### src/rtl/i2s_rx_if.sv
// i2s_rx_if: output handshake bundle of the I2S receiver.
//   out_left  - left sample of the last completed frame (WIDTH bits)
//   out_right - right sample of the last completed frame (WIDTH bits)
//   out_valid - out_left/out_right hold an unconsumed frame
//   out_ready - consumer accepts the frame when out_valid && out_ready
// master: the receiver (frame source); slave: the consumer.
`timescale 1ns/1ps
interface i2s_rx_if #(
    parameter int unsigned WIDTH = 24
);
    logic [WIDTH-1:0] out_left;
    logic [WIDTH-1:0] out_right;
    logic             out_valid;
    logic             out_ready;

    modport master (
        output out_left,
        output out_right,
        output out_valid,
        input  out_ready
    );

    modport slave (
        input  out_left,
        input  out_right,
        input  out_valid,
        output out_ready
    );
endinterface

### src/rtl/i2s_rx.sv
// i2s_rx: I2S serial audio receiver with a valid/ready frame output.
//   clk       - system clock, all state on its rising edge
//   rst       - asynchronous active-low reset
//   sck       - codec bit clock (asynchronous to clk)
//   lrck      - word select, low = left, high = right (asynchronous)
//   sdin      - serial data, MSB first, sampled on sck rise
//   out_if    - frame output: out_left/out_right/out_valid/out_ready
//   overrun   - sticky: a completed frame was dropped
//   short_err - sticky: a slot ended with fewer than WIDTH bits
//   err_clr   - synchronous clear of both sticky flags
// sck high and low phases must each last at least 3 clk periods.
`timescale 1ns/1ps
module i2s_rx #(
    parameter int unsigned WIDTH = 24
) (
    input  logic      clk,
    input  logic      rst,
    input  logic      sck,
    input  logic      lrck,
    input  logic      sdin,
    i2s_rx_if.master  out_if,
    output logic      overrun,
    output logic      short_err,
    input  logic      err_clr
);

    localparam int unsigned CW = $clog2(WIDTH + 1);

    typedef enum logic [1:0] {SYNC, DELAY, SHIFT, HOLD} state_t;

    // Matched two-flop synchronizers plus one history flop for edge detect.
    logic sck_s1_q, sck_s2_q, sck_p_q;
    logic lrck_s1_q, lrck_s2_q, lrck_p_q;
    logic sdin_s1_q, sdin_s2_q;

    always_ff @(posedge clk or negedge rst) begin
        if (!rst) begin
            sck_s1_q  <= 1'b0;
            sck_s2_q  <= 1'b0;
            sck_p_q   <= 1'b0;
            lrck_s1_q <= 1'b0;
            lrck_s2_q <= 1'b0;
            lrck_p_q  <= 1'b0;
            sdin_s1_q <= 1'b0;
            sdin_s2_q <= 1'b0;
        end else begin
            sck_s1_q  <= sck;
            sck_s2_q  <= sck_s1_q;
            sck_p_q   <= sck_s2_q;
            lrck_s1_q <= lrck;
            lrck_s2_q <= lrck_s1_q;
            lrck_p_q  <= lrck_s2_q;
            sdin_s1_q <= sdin;
            sdin_s2_q <= sdin_s1_q;
        end
    end

    logic sck_rise, lrck_fall, lrck_edge;
    assign sck_rise  = sck_s2_q & ~sck_p_q;
    assign lrck_fall = ~lrck_s2_q & lrck_p_q;
    assign lrck_edge = lrck_s2_q ^ lrck_p_q;

    state_t           state_q, state_d;
    logic             chan_q, chan_d;     // 0 = left slot, 1 = right slot
    logic [CW-1:0]    cnt_q, cnt_d;
    logic [WIDTH-1:0] shreg_q, shreg_d;
    logic [WIDTH-1:0] hold_q, hold_d;
    logic [WIDTH-1:0] left_q, left_d;
    logic [WIDTH-1:0] right_q, right_d;
    logic             valid_q, valid_d;
    logic             ovr_q, ovr_d;
    logic             short_q, short_d;

    logic             frame_load;
    logic             short_set;
    logic             ovr_set;
    logic [WIDTH-1:0] msb_mask;

    // Bits land at position WIDTH-1-cnt of a register cleared at slot start,
    // so a short slot is already left-aligned with zero-filled LSBs.
    assign msb_mask = {1'b1, {(WIDTH-1){1'b0}}} >> cnt_q;

    always_comb begin
        state_d    = state_q;
        chan_d     = chan_q;
        cnt_d      = cnt_q;
        shreg_d    = shreg_q;
        hold_d     = hold_q;
        frame_load = 1'b0;
        short_set  = 1'b0;
        case (state_q)
            SYNC: begin
                if (lrck_fall) begin
                    chan_d  = 1'b0;
                    cnt_d   = '0;
                    shreg_d = '0;
                    // A coincident sck rise is consumed as the delay bit.
                    state_d = sck_rise ? SHIFT : DELAY;
                end
            end
            default: begin
                if (lrck_edge) begin
                    short_set = (cnt_q != CW'(WIDTH));
                    if (chan_q) begin
                        frame_load = 1'b1;
                    end else begin
                        hold_d = shreg_q;
                    end
                    chan_d  = lrck_s2_q;
                    cnt_d   = '0;
                    shreg_d = '0;
                    state_d = sck_rise ? SHIFT : DELAY;
                end else if (sck_rise) begin
                    if (state_q == DELAY) begin
                        state_d = SHIFT;
                    end else if (state_q == SHIFT) begin
                        if (sdin_s2_q) begin
                            shreg_d = shreg_q | msb_mask;
                        end
                        cnt_d = cnt_q + CW'(1);
                        if (cnt_q == CW'(WIDTH - 1)) begin
                            state_d = HOLD;
                        end
                    end
                end
            end
        endcase
    end

    // Frame output handshake and sticky flags.
    always_comb begin
        left_d  = left_q;
        right_d = right_q;
        valid_d = valid_q;
        ovr_set = 1'b0;
        if (frame_load) begin
            if (valid_q && !out_if.out_ready) begin
                ovr_set = 1'b1;
            end else begin
                left_d  = hold_q;
                right_d = shreg_q;
                valid_d = 1'b1;
            end
        end else if (valid_q && out_if.out_ready) begin
            valid_d = 1'b0;
        end
        // A set event in the same cycle as err_clr wins.
        ovr_d   = (err_clr ? 1'b0 : ovr_q) | ovr_set;
        short_d = (err_clr ? 1'b0 : short_q) | short_set;
    end

    always_ff @(posedge clk or negedge rst) begin
        if (!rst) begin
            state_q <= SYNC;
            chan_q  <= 1'b0;
            cnt_q   <= '0;
            shreg_q <= '0;
            hold_q  <= '0;
            left_q  <= '0;
            right_q <= '0;
            valid_q <= 1'b0;
            ovr_q   <= 1'b0;
            short_q <= 1'b0;
        end else begin
            state_q <= state_d;
            chan_q  <= chan_d;
            cnt_q   <= cnt_d;
            shreg_q <= shreg_d;
            hold_q  <= hold_d;
            left_q  <= left_d;
            right_q <= right_d;
            valid_q <= valid_d;
            ovr_q   <= ovr_d;
            short_q <= short_d;
        end
    end

    assign out_if.out_left  = left_q;
    assign out_if.out_right = right_q;
    assign out_if.out_valid = valid_q;
    assign overrun          = ovr_q;
    assign short_err        = short_q;

endmodule

### src/flat_wrapper.sv
// flat-port wrapper written by rule: the top's interface ports become plain ports
module i2s_rx_flat 
#(
    parameter int unsigned WIDTH = 24
)
  (clk, rst, sck, lrck, sdin, overrun, short_err, err_clr, out_if_out_left, out_if_out_right, out_if_out_valid, out_if_out_ready);
  i2s_rx_if #(.WIDTH(WIDTH)) out_if_i ();
  input  logic clk;
  input  logic rst;
  input  logic sck;
  input  logic lrck;
  input  logic sdin;
  output logic overrun;
  output logic short_err;
  input  logic err_clr;
  output wire logic [$bits(out_if_i.out_left)-1:0] out_if_out_left;
  output wire logic [$bits(out_if_i.out_right)-1:0] out_if_out_right;
  output wire logic [$bits(out_if_i.out_valid)-1:0] out_if_out_valid;
  input wire logic [$bits(out_if_i.out_ready)-1:0] out_if_out_ready;
  assign out_if_out_left = out_if_i.out_left;
  assign out_if_out_right = out_if_i.out_right;
  assign out_if_out_valid = out_if_i.out_valid;
  assign out_if_i.out_ready = out_if_out_ready;
  i2s_rx #(.WIDTH(WIDTH)) u_core (.clk(clk), .rst(rst), .sck(sck), .lrck(lrck), .sdin(sdin), .out_if(out_if_i), .overrun(overrun), .short_err(short_err), .err_clr(err_clr));
endmodule
### config.mk
export PLATFORM = sky130hd
export DESIGN_NAME = i2s_rx_flat
export DESIGN_NICKNAME = d
export VERILOG_FILES = /design/src/rtl/i2s_rx_if.sv /design/src/rtl/i2s_rx.sv /design/src/flat_wrapper.sv
export SDC_FILE = /design/constraint.sdc
export NUM_CORES = 1
export LEC_CHECK = 0
export ABC_CLOCK_PERIOD_IN_PS = 3200
export CORE_MARGIN = 3
export CORE_UTILIZATION = 45
export DETAILED_ROUTE_END_ITERATION = 8
export PLACE_DENSITY = 0.71
export SYNTH_ARGS = -nofsm -noshare
export SYNTH_HDL_FRONTEND = slang
export SYNTH_SLANG_ARGS = --single-unit
### constraint.sdc
create_clock -name clk -period 3.2 [get_ports clk]
set_input_delay 0.64 -clock clk [delete_from_list [all_inputs] [get_ports clk]]
set_output_delay 0.64 -clock clk [all_outputs]
set_load 0.02 [all_outputs]
==> report_table.html <==
<table>
<tr><th>Metric</th><th>Value</th></tr>
<tr><th colspan="2">Clocking</th></tr>
<tr><td>Sink count of the clock tree</td><td>approximately 120</td></tr>
<tr><td>Clock buffers created by TritonCTS</td><td>17</td></tr>
<tr><td>Post-CTS setup repair buffer count</td><td>0</td></tr>
<tr><td>Clock tree from TritonCTS</td><td>done</td></tr>
<tr><td>Maximum buffer depth of the clock tree</td><td>2</td></tr>
<tr><td>H-Tree Depth</td><td>4</td></tr>
<tr><td>Clk_lat worst skew</td><td>roughly 0.5 ns</td></tr>
<tr><td>Post-cts repair resize count</td><td>0</td></tr>
<tr><td>Hold buffer count at CTS</td><td>0</td></tr>
<tr><td>Clock transition at the register clock pins on the worst setup and hold paths after CTS</td><td>0.05 ns</td></tr>
<tr><td>Clock root buffer</td><td>sky130_fd_sc_hd__clkbuf_8</td></tr>
<tr><th colspan="2">Logic synthesis</th></tr>
<tr><td>Number of synthesized register bits</td><td>around 120</td></tr>
<tr><td>Synth warn</td><td>0</td></tr>
<tr><td>Top flip-flop cell by instance count after synthesis</td><td>sky130_fd_sc_hd__dfrtp_1</td></tr>
<tr><td>Share of flip-flops with an asynchronous set or reset</td><td>100.0%</td></tr>
<tr><td>Proportion of synthesized chip area in sequential cells</td><td>around 64%</td></tr>
<tr><td>Cell count after synthesis</td><td>roughly 310</td></tr>
<tr><td>Cell area after synthesis</td><td>roughly 4500 sq um</td></tr>
<tr><td>Count of flip-flops with a built-in enable after synthesis</td><td>0</td></tr>
<tr><td>Avg Inst Size Synth</td><td>14.36 sq um</td></tr>
<tr><td>Distinct cell type count of the synthesized netlist</td><td>between 40 and 50</td></tr>
<tr><td>Synthesized net count</td><td>between 300 and 400</td></tr>
<tr><th colspan="2">Worst setup path</th></tr>
<tr><td>Type of the worst setup path</td><td>reg -&gt; reg</td></tr>
<tr><td>Critical Path, Cell by Cell</td><td>inv_1, ha_1, o21ba_4, a21oi_2, nand3_1, o21ai_0</td></tr>
<tr><td>Required time of the worst setup path</td><td>3.61 ns</td></tr>
<tr><td>Slowest-stage cell, CP</td><td>sky130_fd_sc_hd__a21oi_2</td></tr>
<tr><td>Largest incremental delay on the critical path</td><td>0.64 ns</td></tr>
<tr><td>Worst path buffer plus inverter count</td><td>1</td></tr>
<tr><td>Data arrival, critical path</td><td>~2.7 ns</td></tr>
<tr><td>Worst-path fanout max</td><td>19</td></tr>
<tr><td>CP Launch Type</td><td>flip-flop</td></tr>
<tr><td>Critical Path End Type</td><td>flip-flop</td></tr>
<tr><td>Worst path top cell family by delay</td><td>compound AO/OA/AOI/OAI gates</td></tr>
<tr><th colspan="2">Global routing</th></tr>
<tr><td>Aggregate global routing overflow</td><td>0</td></tr>
<tr><td>Tot GR Track Use</td><td>approximately 16%</td></tr>
<tr><td>Via count of the first global-routing pass</td><td>roughly 2.8k</td></tr>
<tr><td>Antenna violations before repair</td><td>0</td></tr>
<tr><td>Pin count of the biggest net entering global routing</td><td>slightly below 70</td></tr>
<tr><td>First-pass GRT wire length</td><td>between 10000 and 15000 microns</td></tr>
<tr><th colspan="2">Timing</th></tr>
<tr><td>Setup repair after global routing missed its margin</td><td>no</td></tr>
<tr><td>Transition time at the pin with the least slew margin</td><td>a little under 0.9 ns</td></tr>
<tr><td>Minimum clock period</td><td>~2.3 ns</td></tr>
<tr><td>Sum of negative setup slack</td><td>0 ns</td></tr>
<tr><td>Highest clock frequency the design can meet</td><td>429.5 MHz</td></tr>
<tr><td>Final number of setup-violating endpoints</td><td>0</td></tr>
<tr><td>Final Hold Viols</td><td>0</td></tr>
<tr><td>Final Slew Violations</td><td>0</td></tr>
<tr><td>Clock skew after layout</td><td>roughly 0.0062 ns</td></tr>
<tr><td>Slew margin rel.</td><td>approximately two fifths</td></tr>
<tr><td>Share of the cycle needed by the critical path after routing</td><td>between 70% and 80%</td></tr>
<tr><th colspan="2">Final layout</th></tr>
<tr><td>Most common library cell in the layout ignoring fill and taps</td><td>sky130_fd_sc_hd__dfrtp_1</td></tr>
<tr><td>Final net count</td><td>around 400</td></tr>
<tr><td>Count of inserted antenna diode cells</td><td>0</td></tr>
<tr><td>Commonest non-fill, non-tap cells in the layout</td><td>115 x sky130_fd_sc_hd__dfrtp_1, 64 x sky130_fd_sc_hd__mux2_2, 56 x sky130_fd_sc_hd__clkdlybuf4s50_1</td></tr>
<tr><td>Non-filler instance count after layout</td><td>~530</td></tr>
<tr><td>Proportion of layout cells with a drive suffix above 1</td><td>~28%</td></tr>
<tr><td>Area growth from synthesis to layout</td><td>30.87%</td></tr>
<tr><th colspan="2">Placement</th></tr>
<tr><td>Detailed placer's ending HPWL</td><td>around 5400 microns</td></tr>
<tr><td>Number of placed instances, taps included</td><td>493</td></tr>
<tr><td>Port bufs</td><td>57</td></tr>
<tr><td>Weighted congestion reported at the end of routability-driven placement</td><td>between 0.7 and 0.8</td></tr>
<tr><th colspan="2">Routing</th></tr>
<tr><td>Routed len/inst</td><td>roughly 16 microns</td></tr>
<tr><td>Antenna Violating Nets Remaining</td><td>0</td></tr>
<tr><td>Iteration-0 DRC Markers</td><td>roughly 150</td></tr>
<tr><td>DRT Pass-1 Iters</td><td>4</td></tr>
<tr><td>Detailed-route vias per instance</td><td>between 5 and 6</td></tr>
<tr><td>Total DRC errors in the routed layout</td><td>0</td></tr>
<tr><td>Via count</td><td>approximately 2.7k</td></tr>
<tr><td>Wire length reported by the detailed router</td><td>approximately 8400 microns</td></tr>
<tr><th colspan="2">Die</th></tr>
<tr><td>Number of top-level pins</td><td>58</td></tr>
<tr><td>Core Rows</td><td>35</td></tr>
<tr><td>Vertical die dimension</td><td>around 110 microns</td></tr>
<tr><td>Horiz. Die Dim</td><td>between 100 and 150 microns</td></tr>
<tr><td>Die Outline Area</td><td>around 11000 sq um</td></tr>
<tr><td>Initial standard-cell utilization of the core</td><td>47.51%</td></tr>
<tr><td>Area of the core region</td><td>9459 sq um</td></tr>
<tr><th colspan="2">Worst hold path</th></tr>
<tr><td>Path class of the lowest-slack min-delay path</td><td>in -&gt; async</td></tr>
<tr><th colspan="2">Pwr</th></tr>
<tr><td>Switch share</td><td>about a quarter</td></tr>
<tr><td>Part of the total power dissipated in the clock network</td><td>roughly half</td></tr>
<tr><td>Register share of total power</td><td>37.7%</td></tr>
<tr><td>Pleak</td><td>~2.8 nW</td></tr>
<tr><td>Worst supply voltage drop on vdd</td><td>around 450 uV</td></tr>
<tr><td>Cell-internal power</td><td>0.003238 W</td></tr>
<tr><td>Power density over the cells</td><td>about 730 nW/um^2</td></tr>
<tr><td>Share of total power in combinational logic</td><td>13.7%</td></tr>
<tr><td>NetSw</td><td>roughly 0.0010 W</td></tr>
<tr><th colspan="2">Job</th></tr>
<tr><td>Number of violations of the max-capacitance limit</td><td>0</td></tr>
<tr><th colspan="2">Outcome</th></tr>
<tr><td>Status</td><td>finished, final reports clean</td></tr>
</table>
## cells in the mapped netlist (2+ instances only)
| cell type | count | share of area, % |
|---|---|---|
| sky130_fd_sc_hd__nand2_1 | 36 | 3.0 |
| sky130_fd_sc_hd__mux2_2 | 64 | 16 |
| sky130_fd_sc_hd__ha_1 | 7 | 1.9 |
| sky130_fd_sc_hd__buf_4 | 2 | 0.33 |
| sky130_fd_sc_hd__a22o_1 | 2 | 0.39 |
| sky130_fd_sc_hd__nand3b_1 | 2 | 0.33 |
| sky130_fd_sc_hd__o21ai_0 | 23 | 2.6 |
| sky130_fd_sc_hd__mux2i_1 | 2 | 0.45 |
| sky130_fd_sc_hd__nand3_1 | 3 | 0.33 |
| sky130_fd_sc_hd__inv_1 | 8 | 0.67 |
| sky130_fd_sc_hd__mux2_1 | 8 | 2.0 |
| sky130_fd_sc_hd__a32o_1 | 4 | 0.89 |
| sky130_fd_sc_hd__nor3_1 | 2 | 0.22 |
| sky130_fd_sc_hd__a211oi_1 | 2 | 0.33 |
| sky130_fd_sc_hd__dfrtp_1 | 115 | 64 |
| sky130_fd_sc_hd__buf_2 | 6 | 0.67 |
| sky130_fd_sc_hd__buf_6 | 2 | 0.50 |
| sky130_fd_sc_hd__nand2b_1 | 2 | 0.28 |
## through the flow
step,instance area [sq um],util [%],power [W],worst slack (ns),hold WS [ns]
after floorplan,4494,-,0.002019,1.343,0.3312
after global placement,5219,55.17,0.002207,0.8514,0.3324
after detailed placement,5219,55.17,0.002225,0.8341,0.3355
after CTS,5882,62.18,0.004311,0.8749,0.2609
after global routing,5882,62.18,0.004441,0.7150,0.2749
final,5882,62.18,0.004278,0.8720,0.2365
## final timing paths
path | endpoint | startpoint | depth (start not counted) | slack [ns]
max in group asynchronous | u_core.hold_q[9] | rst | 2 | 2.22
worst max-delay path | u_core.shreg_q[15] | u_core.lrck_s2_q | 6 | 0.87
worst max register to register | u_core.shreg_q[15] | u_core.lrck_s2_q | 6 | 0.87
worst min-delay path | u_core.hold_q[7] | rst | 1 | 0.24
worst min register to register | u_core.sdin_s2_q | u_core.sdin_s1_q | 0 | 0.35
min in group clk | u_core.sdin_s2_q | u_core.sdin_s1_q | 0 | 0.35
## worst register-to-register path, cell delays in order (launching register included)
cell                      delay, ns
sky130_fd_sc_hd__dfrtp_1       0.36
sky130_fd_sc_hd__inv_1         0.05
sky130_fd_sc_hd__ha_1          0.43
sky130_fd_sc_hd__o21ba_4       0.23
sky130_fd_sc_hd__a21oi_2       0.64
sky130_fd_sc_hd__nand3_1       0.29
sky130_fd_sc_hd__o21ai_0       0.24
## power by group through the flow
stage	clock [W]	sequential, W	combinational, W
3_5_place_dp	0	0.00164	0.000589
4_1_cts	0.00210	0.00161	0.000594
5_1_grt	0.00218	0.00163	0.000636
3_3_place_gp	0	0.00163	0.000576
2_1_floorplan	0	0.00167	0.000352
6_report	0.00208	0.00161	0.000588
## kinds of logic (layout without fill, tap and decap cells)
kind of cell | Yosys count | in the layout | share of synthesized area [%]
compound gates | 42 | 42 | 7.183
fa+ha+maj | 7 | 7 | 1.949
buf+inv | 19 | 102 | 2.255
flops | 115 | 115 | 64.03
mux | 74 | 74 | 18.49
simple gates | 56 | 56 | 6.097
## flip-flops by register name, summed over array words and instances (netlist names)
signal                   count
u_core.sck_p_q               1
u_core.lrck_s2_q             1
u_core.out_if.out_valid      1
u_core.out_if.out_left      24
u_core.sdin_s2_q             1
u_core.cnt_q                 5
u_core.short_err             1
u_core.shreg_q              24
u_core.sck_s2_q              1
u_core.chan_q                1
u_core.out_if.out_right     24
u_core.sck_s1_q              1
u_core.state_q               2
u_core.hold_q               24
u_core.lrck_s1_q             1
u_core.lrck_p_q              1
u_core.overrun               1
u_core.sdin_s1_q             1
## routing by layer
layer	vias up	GRT usage (%)	part of all wire (%)
met2	66	26.37	51
met4	0	5.088	1.1
li1	1250	-	-
met1	1369	20.02	43
met5	-	0	0
met3	10	5.343	4.5
## final cells by class
cell class / instances / area [sq um]
flip-flops and latches: 115 / 2878
well taps: 129 / 161.4
clock buffers: 19 / 431.7
inverters: 8 / 30.03
repair buffers: 62 / 630.6
fillers: 755 / 3577
clock inverters: 13 / 231.5
multi-input cells: 179 / 1519
Note: power is estimated with default switching activity, not from simulation.
